<file path="src/rtl/frame_draw_scheduler_if.sv">
// Tracker-side and display-writer-side signals of the frame draw scheduler.
// The scheduler uses the master modport; the tracker and display writer use the slave modport.
interface frame_draw_scheduler_if;
   logic       scan_en;
   logic [3:0] x;
   logic [3:0] y;
   logic [2:0] obj_code;
   logic       diff;
   logic       draw_valid;
   logic       draw_ready;
   logic [3:0] draw_x;
   logic [3:0] draw_y;
   logic [2:0] draw_code;

   modport master (
      output scan_en, draw_valid, draw_x, draw_y, draw_code,
      input  x, y, obj_code, diff, draw_ready
   );

   modport slave (
      input  scan_en, draw_valid, draw_x, draw_y, draw_code,
      output x, y, obj_code, diff, draw_ready
   );
endinterface

</file>
<file path="src/rtl/frame_draw_scheduler.sv">
// Runs one tracker scan per start request and queues changed cells in a small FIFO.
// The display writer drains that FIFO through a first-word-fall-through valid/ready handshake.
module frame_draw_scheduler #(
   parameter int GRID_W     = 16,
   parameter int GRID_H     = 12,
   parameter int FIFO_DEPTH = 4
) (
   input  logic                         clk,
   input  logic                         nrst,
   input  logic                         start,
   frame_draw_scheduler_if.master       bus,
   output logic                         busy,
   output logic                         frame_done,
   output logic [7:0]                   dirty_count
);

   localparam int CELLS = GRID_W * GRID_H;
   localparam int CNT_W = $clog2(CELLS);
   localparam int PTR_W = $clog2(FIFO_DEPTH);
   localparam int OCC_W = PTR_W + 1;
   localparam logic [CNT_W-1:0] LAST_CELL = CNT_W'(CELLS - 1);
   localparam logic [OCC_W-1:0] FULL      = OCC_W'(FIFO_DEPTH);

   typedef enum logic [1:0] {
      IDLE,
      SCAN,
      DRAIN,
      DONE
   } state_t;

   state_t            state;
   logic [CNT_W-1:0]  cell_cnt;
   logic [10:0]       mem [FIFO_DEPTH];
   logic [PTR_W-1:0]  rd_ptr;
   logic [PTR_W-1:0]  wr_ptr;
   logic [OCC_W-1:0]  fifo_count;
   logic              push;
   logic              pop;

   // The tracker only advances while there is room for the cell it presents.
   assign bus.scan_en    = (state == SCAN) && (fifo_count != FULL);
   assign bus.draw_valid = (fifo_count != '0);
   assign bus.draw_x     = mem[rd_ptr][10:7];
   assign bus.draw_y     = mem[rd_ptr][6:3];
   assign bus.draw_code  = mem[rd_ptr][2:0];

   assign push       = bus.scan_en && bus.diff;
   assign pop        = bus.draw_valid && bus.draw_ready;
   assign busy       = (state == SCAN) || (state == DRAIN);
   assign frame_done = (state == DONE);

   always_ff @(posedge clk or negedge nrst) begin
      if (!nrst) begin
         state       <= IDLE;
         cell_cnt    <= '0;
         dirty_count <= '0;
         rd_ptr      <= '0;
         wr_ptr      <= '0;
         fifo_count  <= '0;
         for (int i = 0; i < FIFO_DEPTH; i++) begin
            mem[i] <= '0;
         end
      end else begin
         if (push) begin
            mem[wr_ptr] <= {bus.x, bus.y, bus.obj_code};
            wr_ptr      <= wr_ptr + PTR_W'(1);
         end
         if (pop) begin
            rd_ptr <= rd_ptr + PTR_W'(1);
         end
         case ({push, pop})
            2'b10:   fifo_count <= fifo_count + OCC_W'(1);
            2'b01:   fifo_count <= fifo_count - OCC_W'(1);
            default: fifo_count <= fifo_count;
         endcase

         case (state)
            IDLE: begin
               if (start) begin
                  state       <= SCAN;
                  cell_cnt    <= '0;
                  dirty_count <= '0;
               end
            end
            SCAN: begin
               if (bus.scan_en) begin
                  if (bus.diff) begin
                     dirty_count <= dirty_count + 8'd1;
                  end
                  if (cell_cnt == LAST_CELL) begin
                     cell_cnt <= '0;
                     state    <= DRAIN;
                  end else begin
                     cell_cnt <= cell_cnt + CNT_W'(1);
                  end
               end
            end
            // Finish once the last queued cell leaves, or at once if nothing is queued.
            DRAIN: begin
               if ((fifo_count == '0) || (pop && (fifo_count == OCC_W'(1)))) begin
                  state <= DONE;
               end
            end
            DONE: begin
               state <= IDLE;
            end
            default: begin
               state <= IDLE;
            end
         endcase
      end
   end

endmodule

</file>
<file path="src/flat_wrapper.sv">
// flat-port wrapper written by rule: the top's interface ports become plain ports
module frame_draw_scheduler_flat 
#(
   parameter int GRID_W     = 16,
   parameter int GRID_H     = 12,
   parameter int FIFO_DEPTH = 4
)
  (clk, nrst, start, busy, frame_done, dirty_count, bus_scan_en, bus_draw_valid, bus_draw_x, bus_draw_y, bus_draw_code, bus_x, bus_y, bus_obj_code, bus_diff, bus_draw_ready);
  frame_draw_scheduler_if bus_i ();
  input  logic clk;
  input  logic nrst;
  input  logic start;
  output logic busy;
  output logic frame_done;
  output logic [7:0] dirty_count;
  output wire logic [$bits(bus_i.scan_en)-1:0] bus_scan_en;
  output wire logic [$bits(bus_i.draw_valid)-1:0] bus_draw_valid;
  output wire logic [$bits(bus_i.draw_x)-1:0] bus_draw_x;
  output wire logic [$bits(bus_i.draw_y)-1:0] bus_draw_y;
  output wire logic [$bits(bus_i.draw_code)-1:0] bus_draw_code;
  input wire logic [$bits(bus_i.x)-1:0] bus_x;
  input wire logic [$bits(bus_i.y)-1:0] bus_y;
  input wire logic [$bits(bus_i.obj_code)-1:0] bus_obj_code;
  input wire logic [$bits(bus_i.diff)-1:0] bus_diff;
  input wire logic [$bits(bus_i.draw_ready)-1:0] bus_draw_ready;
  assign bus_scan_en = bus_i.scan_en;
  assign bus_draw_valid = bus_i.draw_valid;
  assign bus_draw_x = bus_i.draw_x;
  assign bus_draw_y = bus_i.draw_y;
  assign bus_draw_code = bus_i.draw_code;
  assign bus_i.x = bus_x;
  assign bus_i.y = bus_y;
  assign bus_i.obj_code = bus_obj_code;
  assign bus_i.diff = bus_diff;
  assign bus_i.draw_ready = bus_draw_ready;
  frame_draw_scheduler #(.GRID_W(GRID_W), .GRID_H(GRID_H), .FIFO_DEPTH(FIFO_DEPTH)) u_core (.clk(clk), .nrst(nrst), .start(start), .bus(bus_i), .busy(busy), .frame_done(frame_done), .dirty_count(dirty_count));
endmodule
</file>
<file path="config.mk">
export PLATFORM = sky130hd
export DESIGN_NAME = frame_draw_scheduler_flat
export DESIGN_NICKNAME = d
export VERILOG_FILES = /design/src/rtl/frame_draw_scheduler_if.sv /design/src/rtl/frame_draw_scheduler.sv /design/src/flat_wrapper.sv
export SDC_FILE = /design/constraint.sdc
export NUM_CORES = 1
export LEC_CHECK = 0
export ABC_CLOCK_PERIOD_IN_PS = 4120
export BUFFER_PORTS_ARGS = -buffer_cell sky130_fd_sc_hd__buf_2
export CORE_MARGIN = 2
export CORE_UTILIZATION = 60
export DETAILED_ROUTE_END_ITERATION = 10
export PLACE_DENSITY_LB_ADDON = 0.15
export SYNTH_ARGS = -nofsm -noshare
export SYNTH_HDL_FRONTEND = slang
export SYNTH_SLANG_ARGS = --single-unit
</file>
<file path="constraint.sdc">
create_clock -name clk -period 4.12 [get_ports clk]
set_clock_uncertainty 0.2 [all_clocks]
set_input_delay 0.412 -clock clk [delete_from_list [all_inputs] [get_ports clk]]
set_output_delay 0.412 -clock clk [all_outputs]
set_load 0.005 [all_outputs]
</file>
**After elaboration in Yosys (flattened, before gate mapping)**

Index checks and enable logic that the tools add are counted.

- Add/sub/neg operators: 6
- Order comparisons: 3
- Eq/ne operators: 13
- Mux-type cells: 19
- Bitwise logic cells: 2
- Reduce and logical (&&, ||, !) cells: 15

Operators by type and width:

| cell | number |
|---|---|
| $bwmux W44 | 1 |
| $mux W8 | 5 |
| $mux W11 | 3 |
| $pmux W8 S2 | 2 |
| $bmux W11 S2 | 1 |
| $demux W11 S2 | 1 |
| $add A8 B1 Y8 const B | 2 |
| $eq A8 B8 Y1 const B | 1 |
| $mux W2 | 4 |
| $ne A2 B2 Y1 const B | 4 |
| $pmux W2 S4 | 1 |
| $reduce_and A4 Y1 | 2 |
| $eq A2 B2 Y1 const B | 3 |
| $ge A3 B3 Y1 const B | 2 |
| $not A2 Y3 | 2 |
| $pmux W3 S2 | 1 |
| $logic_and A1 B1 Y1 | 5 |
| $add A2 B1 Y2 const B | 2 |
| $eq A2 B1 Y1 const B | 2 |
| $reduce_bool A2 Y1 | 2 |
| $add A3 B1 Y3 const B | 1 |
| $eq A3 B1 Y1 const B | 1 |
| $logic_not A3 Y1 | 1 |
| $lt A3 B1 Y1 const B | 1 |
| 7 further kinds | 8 |

- Flip-flop bits (word level): 69
- Input bits: 16
- Output and inout port bits: 23
- Logic and storage cells: 68

**Longest topological paths before layout**

Gate-level depths: netlist (run 1).

- Word-level depth: 6
- Depth in mapped cells: 9
- Gate-level depth less buffers: 9

**Worst setup path before layout (run 1)**

Ideal clock, no wire load.

- Path kind: register to register
- Start point: reg u_core.fifo_count[0]
- End point: reg u_core.dirty_count[6]
- Setup time: 78 ps
- Arrival time: 1786 ps
- Required time: 3842 ps
- Slack: 2056 ps
- Stages on the path, launching flop included: 8
- Path buffers: 1
- Clock period less this slack: 2064 ps
- Cell sequence: dfrtp_1 inv_1 ha_1 a21bo_1 a21o_1 buf_6 or4_1 a21oi_1

- Word-level cells in the longest chain between the ends: 4

RTL lines:

| what | RTL line | source |
|---|---|---|
| start, declared | frame_draw_scheduler.sv:36 | `logic [OCC_W-1:0] fifo_count;` |
| start signal, assigned | frame_draw_scheduler.sv:72 | `2'b10: fifo_count <= fifo_count + OCC_W'(1);` |
| start signal, assigned | frame_draw_scheduler.sv:73 | `2'b01: fifo_count <= fifo_count - OCC_W'(1);` |
| start signal, assigned | frame_draw_scheduler.sv:74 | `default: fifo_count <= fifo_count;` |
| $ne A3 B3 Y1 | frame_draw_scheduler.sv:41 | `assign bus.scan_en = (state == SCAN) && (fifo_count != FULL);` |
| $logic_and A1 B1 Y1 | frame_draw_scheduler.sv:41 |  |
| $ne A2 B1 Y1 (no line) | -- |  |
| $reduce_and A4 Y1 (no line) | -- |  |
| end signal, assigned | frame_draw_scheduler.sv:88 | `dirty_count <= dirty_count + 8'd1;` |
| end, declared | frame_draw_scheduler.sv:14 | `output logic [7:0] dirty_count` |

Every way passes these cells.
A chain may end at the register's enable or synchronous reset.

**Final worst setup path (run 1)**

- Start point: reg u_core.state[1]
- End point: reg u_core.mem[43] (netlist name)

- Word-level cells in the longest chain between the ends: 3

RTL lines:

| what | RTL line | source |
|---|---|---|
| start, declared | frame_draw_scheduler.sv:31 | `state_t state;` |
| start signal, assigned | frame_draw_scheduler.sv:54 | `state <= IDLE;` |
| start signal, assigned | frame_draw_scheduler.sv:80 | `state <= SCAN;` |
| start signal, assigned | frame_draw_scheduler.sv:92 | `state <= DRAIN;` |
| $eq A2 B1 Y1 | frame_draw_scheduler.sv:41 |  |
| $logic_and A1 B1 Y1 | frame_draw_scheduler.sv:41 |  |
| $logic_and A1 B1 Y1 | frame_draw_scheduler.sv:47 | `assign push = bus.scan_en && bus.diff;` |
| end signal, assigned by index | frame_draw_scheduler.sv:65 | `mem[wr_ptr] <= {bus.x, bus.y, bus.obj_code};` |
| end, declared | frame_draw_scheduler.sv:33 | `logic [10:0] mem [FIFO_DEPTH];` |

Every way passes these cells.

==> results of run 1 <==
[worst max-delay path by stage]
stage / cells past startpoint / end / slack (ns) / startpoint
6_report: 6 / u_core.mem[43] / 1.51 / u_core.state[1]
5_1_grt: 6 / u_core.dirty_count[6] / 1.30 / u_core.state[1]
4_1_cts: 2 / bus_draw_y[0] / 1.47 / u_core.rd_ptr[0]
3_5_place_dp: 6 / u_core.mem[43] / 1.50 / u_core.state[1]
3_3_place_gp: 6 / u_core.mem[31] / 1.57 / u_core.state[1]
2_1_floorplan: 7 / u_core.dirty_count[6] / 2.06 / u_core.fifo_count[0]
[per-stage QoR]
| stage | cells | total power, W | worst slack, ns | hold WS [ns] |
|---|---|---|---|---|
| after floorplan | 256 | 0.001988 | 2.056 | -0.08359 |
| final | 376 | 0.002819 | 1.511 | 0.1472 |
| after global placement | 359 | 0.002261 | 1.572 | 0.2405 |
| after global routing | 376 | 0.003032 | 1.296 | 0.1475 |
| after CTS | 376 | 0.002854 | 1.474 | 0.1411 |
| after detailed placement | 359 | 0.002314 | 1.505 | 0.2482 |
[layer usage]
layer,vias up,GRT usage [%]
met4,0,10.17
li1,1017,-
met2,47,37.46
met1,1053,26.96
met5,-,0
met3,11,3.864
[cell usage after synthesis (5+ instances only)]
library cell,number
sky130_fd_sc_hd__mux2_2,47
sky130_fd_sc_hd__dfrtp_1,69
sky130_fd_sc_hd__nor2_1,10
sky130_fd_sc_hd__a21oi_1,6
sky130_fd_sc_hd__o21ai_0,6
sky130_fd_sc_hd__nand3_1,7
sky130_fd_sc_hd__buf_2,5
sky130_fd_sc_hd__ha_1,16
sky130_fd_sc_hd__mux4_2,11
sky130_fd_sc_hd__xnor2_1,9
sky130_fd_sc_hd__nand2_1,15
sky130_fd_sc_hd__inv_1,11
[sequential cells by signal, summed over array words and instances, names as in the netlist]
signal / cells
u_core.mem: 44
u_core.dirty_count: 8
u_core.rd_ptr: 2
u_core.fifo_count: 3
u_core.wr_ptr: 2
u_core.cell_cnt: 8
u_core.state: 2
[where the power goes]
part,internal (W),total (W),switching [W]
registers,0.000970,0.00120,0.000234
clock network,0.000295,0.000536,0.000241
logic,0.000636,0.00108,0.000443
total,0.00190,0.00282,0.000918
[cells in the final DEF, fill, tap and decap left out, types with 6 or more instances in the layout]
master                     count
sky130_fd_sc_hd__nor2_1       10
sky130_fd_sc_hd__nand2_1      15
sky130_fd_sc_hd__dfrtp_1      69
sky130_fd_sc_hd__clkbuf_8     10
sky130_fd_sc_hd__buf_2        38
sky130_fd_sc_hd__nand3_1       7
sky130_fd_sc_hd__o21ai_0       6
sky130_fd_sc_hd__xnor2_1       9
sky130_fd_sc_hd__mux4_2       11
sky130_fd_sc_hd__mux2_2       47
sky130_fd_sc_hd__inv_1        11
sky130_fd_sc_hd__a21oi_1       6
sky130_fd_sc_hd__ha_1         16
[cell families after synthesis]
kind of cell	count (synthesis)	share of synthesized area [%]
buf+inv	19	2.515
mux	62	24.16
fa+ha+maj	16	5.919
compound gates	27	5.476
xor+xnor	12	3.108
flops	69	51.05
simple gates	51	7.769
[final cells by class]
type / instances / area [um^2] / area share, %
clock buffer: 12 / 145.1 / 3.791
clock inverter: 4 / 47.55 / 1.242
inverter: 11 / 41.29 / 1.078
multi-input combinational: 168 / 1570 / 41.01
sequential: 69 / 1727 / 45.10
tap: 72 / 90.09 / 2.353
timing repair buffer: 40 / 207.7 / 5.425
[repair_timing]
item                                    4_1_cts  5_1_grt
endpoints found under the setup margin        0        0
hold buffers                                  1        0
hold endpoints to repair                     24        0
[worst max-delay path, cell delays in order (launching register included)]
cell                      delay, ns
sky130_fd_sc_hd__dfrtp_1       0.41
sky130_fd_sc_hd__inv_1         0.11
sky130_fd_sc_hd__ha_1          0.47
sky130_fd_sc_hd__a21bo_2       0.32
sky130_fd_sc_hd__nor2_4        0.17
sky130_fd_sc_hd__nand2_1       0.40
sky130_fd_sc_hd__mux2_2        0.42
==> results.json, run 1 <==
{
  "synth.avg_cell_area_um2": 13.21,
  "grt-ovfl-total": 0,
  "timing.rr.start": "u_core.state[1]",
  "die-area_um2": 6253,
  "yosysUniqueCellTypes": 37,
  "unrepaired_setup_endpoints_after_global_routing": "false",
  "cellPowerDensity_nw_per_um2": 736.3,
  "synth.top_cell.area_share_pct": 51.05,
  "floorplan.initialDensity_pct": 61.80,
  "final.fill_count": 425,
  "postCtsSetupBuffers": 0,
  "netlist_instances": 256,
  "grt_antenna_before_repair": 0,
  "drt_drc_violations_left": 0,
  "post-route-min-period_ns": 2.609,
  "grt_max_degree": 46,
  "first_pass_iters": 4,
  "min-delay-path-class": "input pin to flop",
  "utilization_of_the_core_after_routing_pct": 69.96,
  "routed-wl-met2_mm": 2.906,
  "grt_pass1_vias": 2261,
  "antenna_cells_inserted": 0,
  "worstSetupEndpointType": "flop",
  "fraction_of_registers_with_async_set_or_reset_after_synthesis_pct": 100.0,
  "setup.worst_path.start_class": "flop",
  "whs_endpoint": "u_core.mem[5]",
  "synth_ff_type": "sky130_fd_sc_hd__dfrtp_1",
  "post_cts_resize_count": 0,
  "fp.coreArea_um2": 5473,
  "reg2reg_depth": 6,
  "wl_mm": 5.923,
  "design.final.nets": 331,
  "cap_viol_max_count": 0,
  "outcome": "completed",
  "maxClockFrequency_mhz": 383.4,
  "antenna_violating_nets_post_route": 0,
  "setup.worst_path.class": "flop to flop",
  "seq_area_frac_synth_pct": 51.05,
  "top_layer": "met4",
  "arrival_ns": 2.63,
  "vdd_ir_drop_max_v": 0.0004266,
  "finalHoldViolations": 0,
  "ctsRootBufferMaster": "sky130_fd_sc_hd__clkbuf_8",
  "number_of_enable_type_register_cells_in_the_synthesized_netlist": 0,
  "global_route_wire_length_before_repair_mm": 10.46,
  "avgRoutedWirePerCell_um": 15.75,
  "track_usage_pct": 21.83,
  "ctsHtreeMaxLevel": 3,
  "synth_fp_nets": 288,
  "timing.critical_path.required_ns": 4.14,
  "die_y_um": 79.08,
  "detailroute.wirelength.met3_um": 223,
  "syn-cell-area_um2": 3382,
  "io_pins": 39,
  "placement_rows": 27,
  "number_of_vias_per_cell": 5.660,
  "drive_gt1_share_pct": 37.17,
  "synth_seq_cells": 69,
  "cts_tree": "done",
  "hp-start": "bus_y[2]",
  "clk-insertion-delay-late_ns": 0.33,
  "setup.reg_to_reg.worst_slack_ns": 1.51,
  "critPathMaxFanout": 16,
  "cts_sinks": 69,
  "detailedRoute.firstIterationViolations": 96,
  "post-route-period-util_pct": 63.31,
  "worst_hold_path.num_cells": 2,
  "cts_buffers": 9,
  "slew-limit-headroom_pct": 46.43,
  "postLayoutCellArea_um2": 3829,
  "cts.clk_slew.worst_paths_ns": 0.07,
  "synthDominantAreaCellType": "sky130_fd_sc_hd__dfrtp_1",
  "dp_hpwl_mm": 4.065,
  "yosys-top-cells-area": "sky130_fd_sc_hd__dfrtp_1 (51%), sky130_fd_sc_hd__mux2_2 (16%), sky130_fd_sc_hd__mux4_2 (7.3%)",
  "worstReg2RegEnd": "u_core.mem[43]",
  "vias": 2128,
  "detailed_place.area_um2": 3626,
  "ys.warnings.count": 0,
  "io_port_bufs": 38,
  "final-max-slew-violation-count": 0,
  "finalWeightedCongestion": 0.8506,
  "die_x_um": 79.08,
  "setup_tns_ns": 0,
  "area.growth.synth_to_final_pct": 13.21,
  "cts_buffer_depth": 2,
  "setup-violations-final": 0,
  "p_leak_nw": 1.754,
  "wl_met1_mm": 2.681,
  "worst-slew-pin-transition_ns": 0.8035
}
Note: power is estimated with default switching activity, not from simulation.
==> run 2, diff against run 1 <==
Settings changed: ABC_CLOCK_PERIOD_IN_PS 4120 to 2500, CORE_UTILIZATION 60 to 58.
Clock period 4.12 ns to 2.5 ns, I/O delays scaled along.
==> results.json, run 2 (same netlist as run 1, synthesis figures left out) <==
{
  "outcome": "completed",
  "detailedRoute.firstIterationViolations": 103,
  "placement_rows": 27,
  "cell_internal_pwr_w": 0.003089,
  "grt-ovfl-total": 0,
  "ctsHtreeMaxLevel": 3,
  "die_y_um": 80.36,
  "slew-limit-headroom_pct": 61.39,
  "flip_flop_count_of_the_largest_register_all_copies_and_words_added": 44,
  "wl_mm": 6.218,
  "finalHoldViolations": 0,
  "design.final.nets": 346,
  "io_pins": 39,
  "unrepaired_setup_endpoints_after_global_routing": "false",
  "drive_gt1_share_pct": 36.68,
  "drt_drc_violations_left": 0,
  "grt_antenna_before_repair": 0,
  "die-area_um2": 6458,
  "dp_hpwl_mm": 4.272,
  "clockPowerShare_pct": 17.1,
  "clk-insertion-delay-late_ns": 0.33,
  "global_route_wire_length_before_repair_mm": 10.15,
  "antenna_violating_nets_post_route": 0,
  "timing.critical_path.required_ns": 2.52,
  "first_pass_iters": 4,
  "grt_max_degree": 50,
  "min-delay-path-class": "input pin to flop",
  "timing.critical_path.slowest_stage_cell": "sky130_fd_sc_hd__dfrtp_1",
  "swShare_pct": 33.58,
  "sequentialPowerShare_pct": 41.4,
  "finalWeightedCongestion": 0.8179,
  "final_cell_mix": "sky130_fd_sc_hd__dfrtp_1 (69), sky130_fd_sc_hd__mux2_2 (47), sky130_fd_sc_hd__buf_2 (38)",
  "layout_setup_ws_ns": 0.2207,
  "worstSetupEndpointType": "flop",
  "post-route-min-period_ns": 2.279,
  "total_switching_power_w": 0.001562,
  "final-max-slew-violation-count": 0,
  "post_cts_resize_count": 0,
  "cellPowerDensity_nw_per_um2": 1175,
  "avgRoutedWirePerCell_um": 15.90,
  "cts_sinks": 69,
  "layout.cells.most_common": "sky130_fd_sc_hd__dfrtp_1",
  "setup.worst_path.class": "flop to flop",
  "ctsRootBufferMaster": "sky130_fd_sc_hd__clkbuf_8",
  "worstPathCellList": "inv_1 > ha_1 > a21bo_2 > nor2_4 > nand2_1 > mux2_2",
  "grt_pass1_vias": 2178,
  "register_bank_with_the_most_flops": "u_core.mem",
  "postLayoutCellArea_um2": 3958,
  "die_x_um": 80.36,
  "antenna_cells_inserted": 0,
  "number_of_vias_per_cell": 5.604,
  "area.growth.synth_to_final_pct": 17.02,
  "floorplan.initialDensity_pct": 60.67,
  "cts_tree": "done",
  "setup_tns_ns": 0,
  "vdd_ir_drop_max_v": 0.0006871,
  "cts_buffers": 9,
  "detailed_place.area_um2": 3669,
  "critical_path.max_stage_delay_ns": 0.41,
  "detailedPlace.worstSlack_ns": 0.2157,
  "cts_hold_buf": 12,
  "share_of_total_power_in_combinational_logic_pct": 41.5,
  "track_usage_pct": 20.89,
  "post-route-period-util_pct": 91.17,
  "critPathMaxFanout": 11,
  "maxClockFrequency_mhz": 438.7,
  "postCtsSetupBuffers": 0,
  "setup.worst_path.start_class": "flop",
  "cap_viol_max_count": 0,
  "io_port_bufs": 38,
  "cts.clk_slew.worst_paths_ns": 0.07,
  "fp.coreArea_um2": 5574,
  "setup.reg_to_reg.worst_slack_ns": 0.22,
  "biggestRegsByFlops": "u_core.mem: 44 flops, u_core.cell_cnt: 8 flops, u_core.dirty_count: 8 flops",
  "setup-violations-final": 0,
  "vias": 2191,
  "p_leak_nw": 1.818,
  "worst-slew-pin-transition_ns": 0.5792,
  "cts_buffer_depth": 2,
  "arrival_ns": 2.30
}
[run 2: changes by cell type in the layout (fill, tap and decap cells not counted)]
cell                            previous run  this run
sky130_fd_sc_hd__buf_12                    0         1
sky130_fd_sc_hd__buf_4                     1         4
sky130_fd_sc_hd__bufinv_16                 1         0
sky130_fd_sc_hd__clkinv_2                  2         3
sky130_fd_sc_hd__clkinv_4                  0         1
sky130_fd_sc_hd__clkinvlp_4                1         0
sky130_fd_sc_hd__dlygate4sd3_1             1        12
[run 2: final cells by class]
type / instances / area (um^2)
inverters: 11 / 41.29
clock buffers: 12 / 145.1
well taps: 72 / 90.09
repair buffers: 55 / 360.3
fillers: 382 / 1617
multi-input cells: 168 / 1570
clock inverters: 4 / 23.77
flip-flops and latches: 69 / 1727
[run 2: worst paths after layout]
path / cells after the start / from / to
max in group asynchronous: 3 / nrst / u_core.dirty_count[7]
worst max-delay path: 6 / u_core.fifo_count[0] / u_core.mem[27]
worst min-delay path: 4 / start / u_core.cell_cnt[1]
min in group asynchronous: 2 / nrst / u_core.mem[43]
worst min register to register: 1 / u_core.mem[19] / u_core.mem[19]
worst max register to register: 6 / u_core.fifo_count[0] / u_core.mem[27]
[run 2: power by group through the flow]
| stage | sequential (W) | combinational, W | clock, W |
|---|---|---|---|
| finish | 0.00192 | 0.00193 | 0.000794 |
| CTS | 0.00192 | 0.00196 | 0.000812 |
| floorplan | 0.00183 | 0.00145 | 0 |
| detailed placement | 0.00194 | 0.00194 | 0 |
| global placement | 0.00192 | 0.00188 | 0 |
| global route | 0.00198 | 0.00213 | 0.000859 |
[run 2: metal layers]
metal	wire [um]	vias up	GRT usage [%]
met3	170	10	4.719
met5	0	-	0
met2	3041	42	33.58
li1	-	1044	-
met1	2895	1095	27.15
met4	111	0	9.322
[run 2: stage by stage]
step                      instances  util, %  hold slack [ns]  total power [W]
after detailed placement        363    65.81          0.04867         0.003878
after global routing            391    71.00           0.1297         0.004962
final                           391    71.00           0.1200         0.004652
after floorplan                 256        -          -0.2456         0.003277
after CTS                       391    71.00          0.09526         0.004691
after global placement          363    65.81          0.04585         0.003793
[run 2: critical path, delay by kind of cell (launching register included)]
family	cells	cell delay (ns)
AO/OA/AOI/OAI	1	0.25
adder cells (fa/ha/maj)	1	0.26
buffers and inverters	1	0.09
flip-flops	1	0.41
multiplexers	1	0.41
AND/OR/NAND/NOR	2	0.54
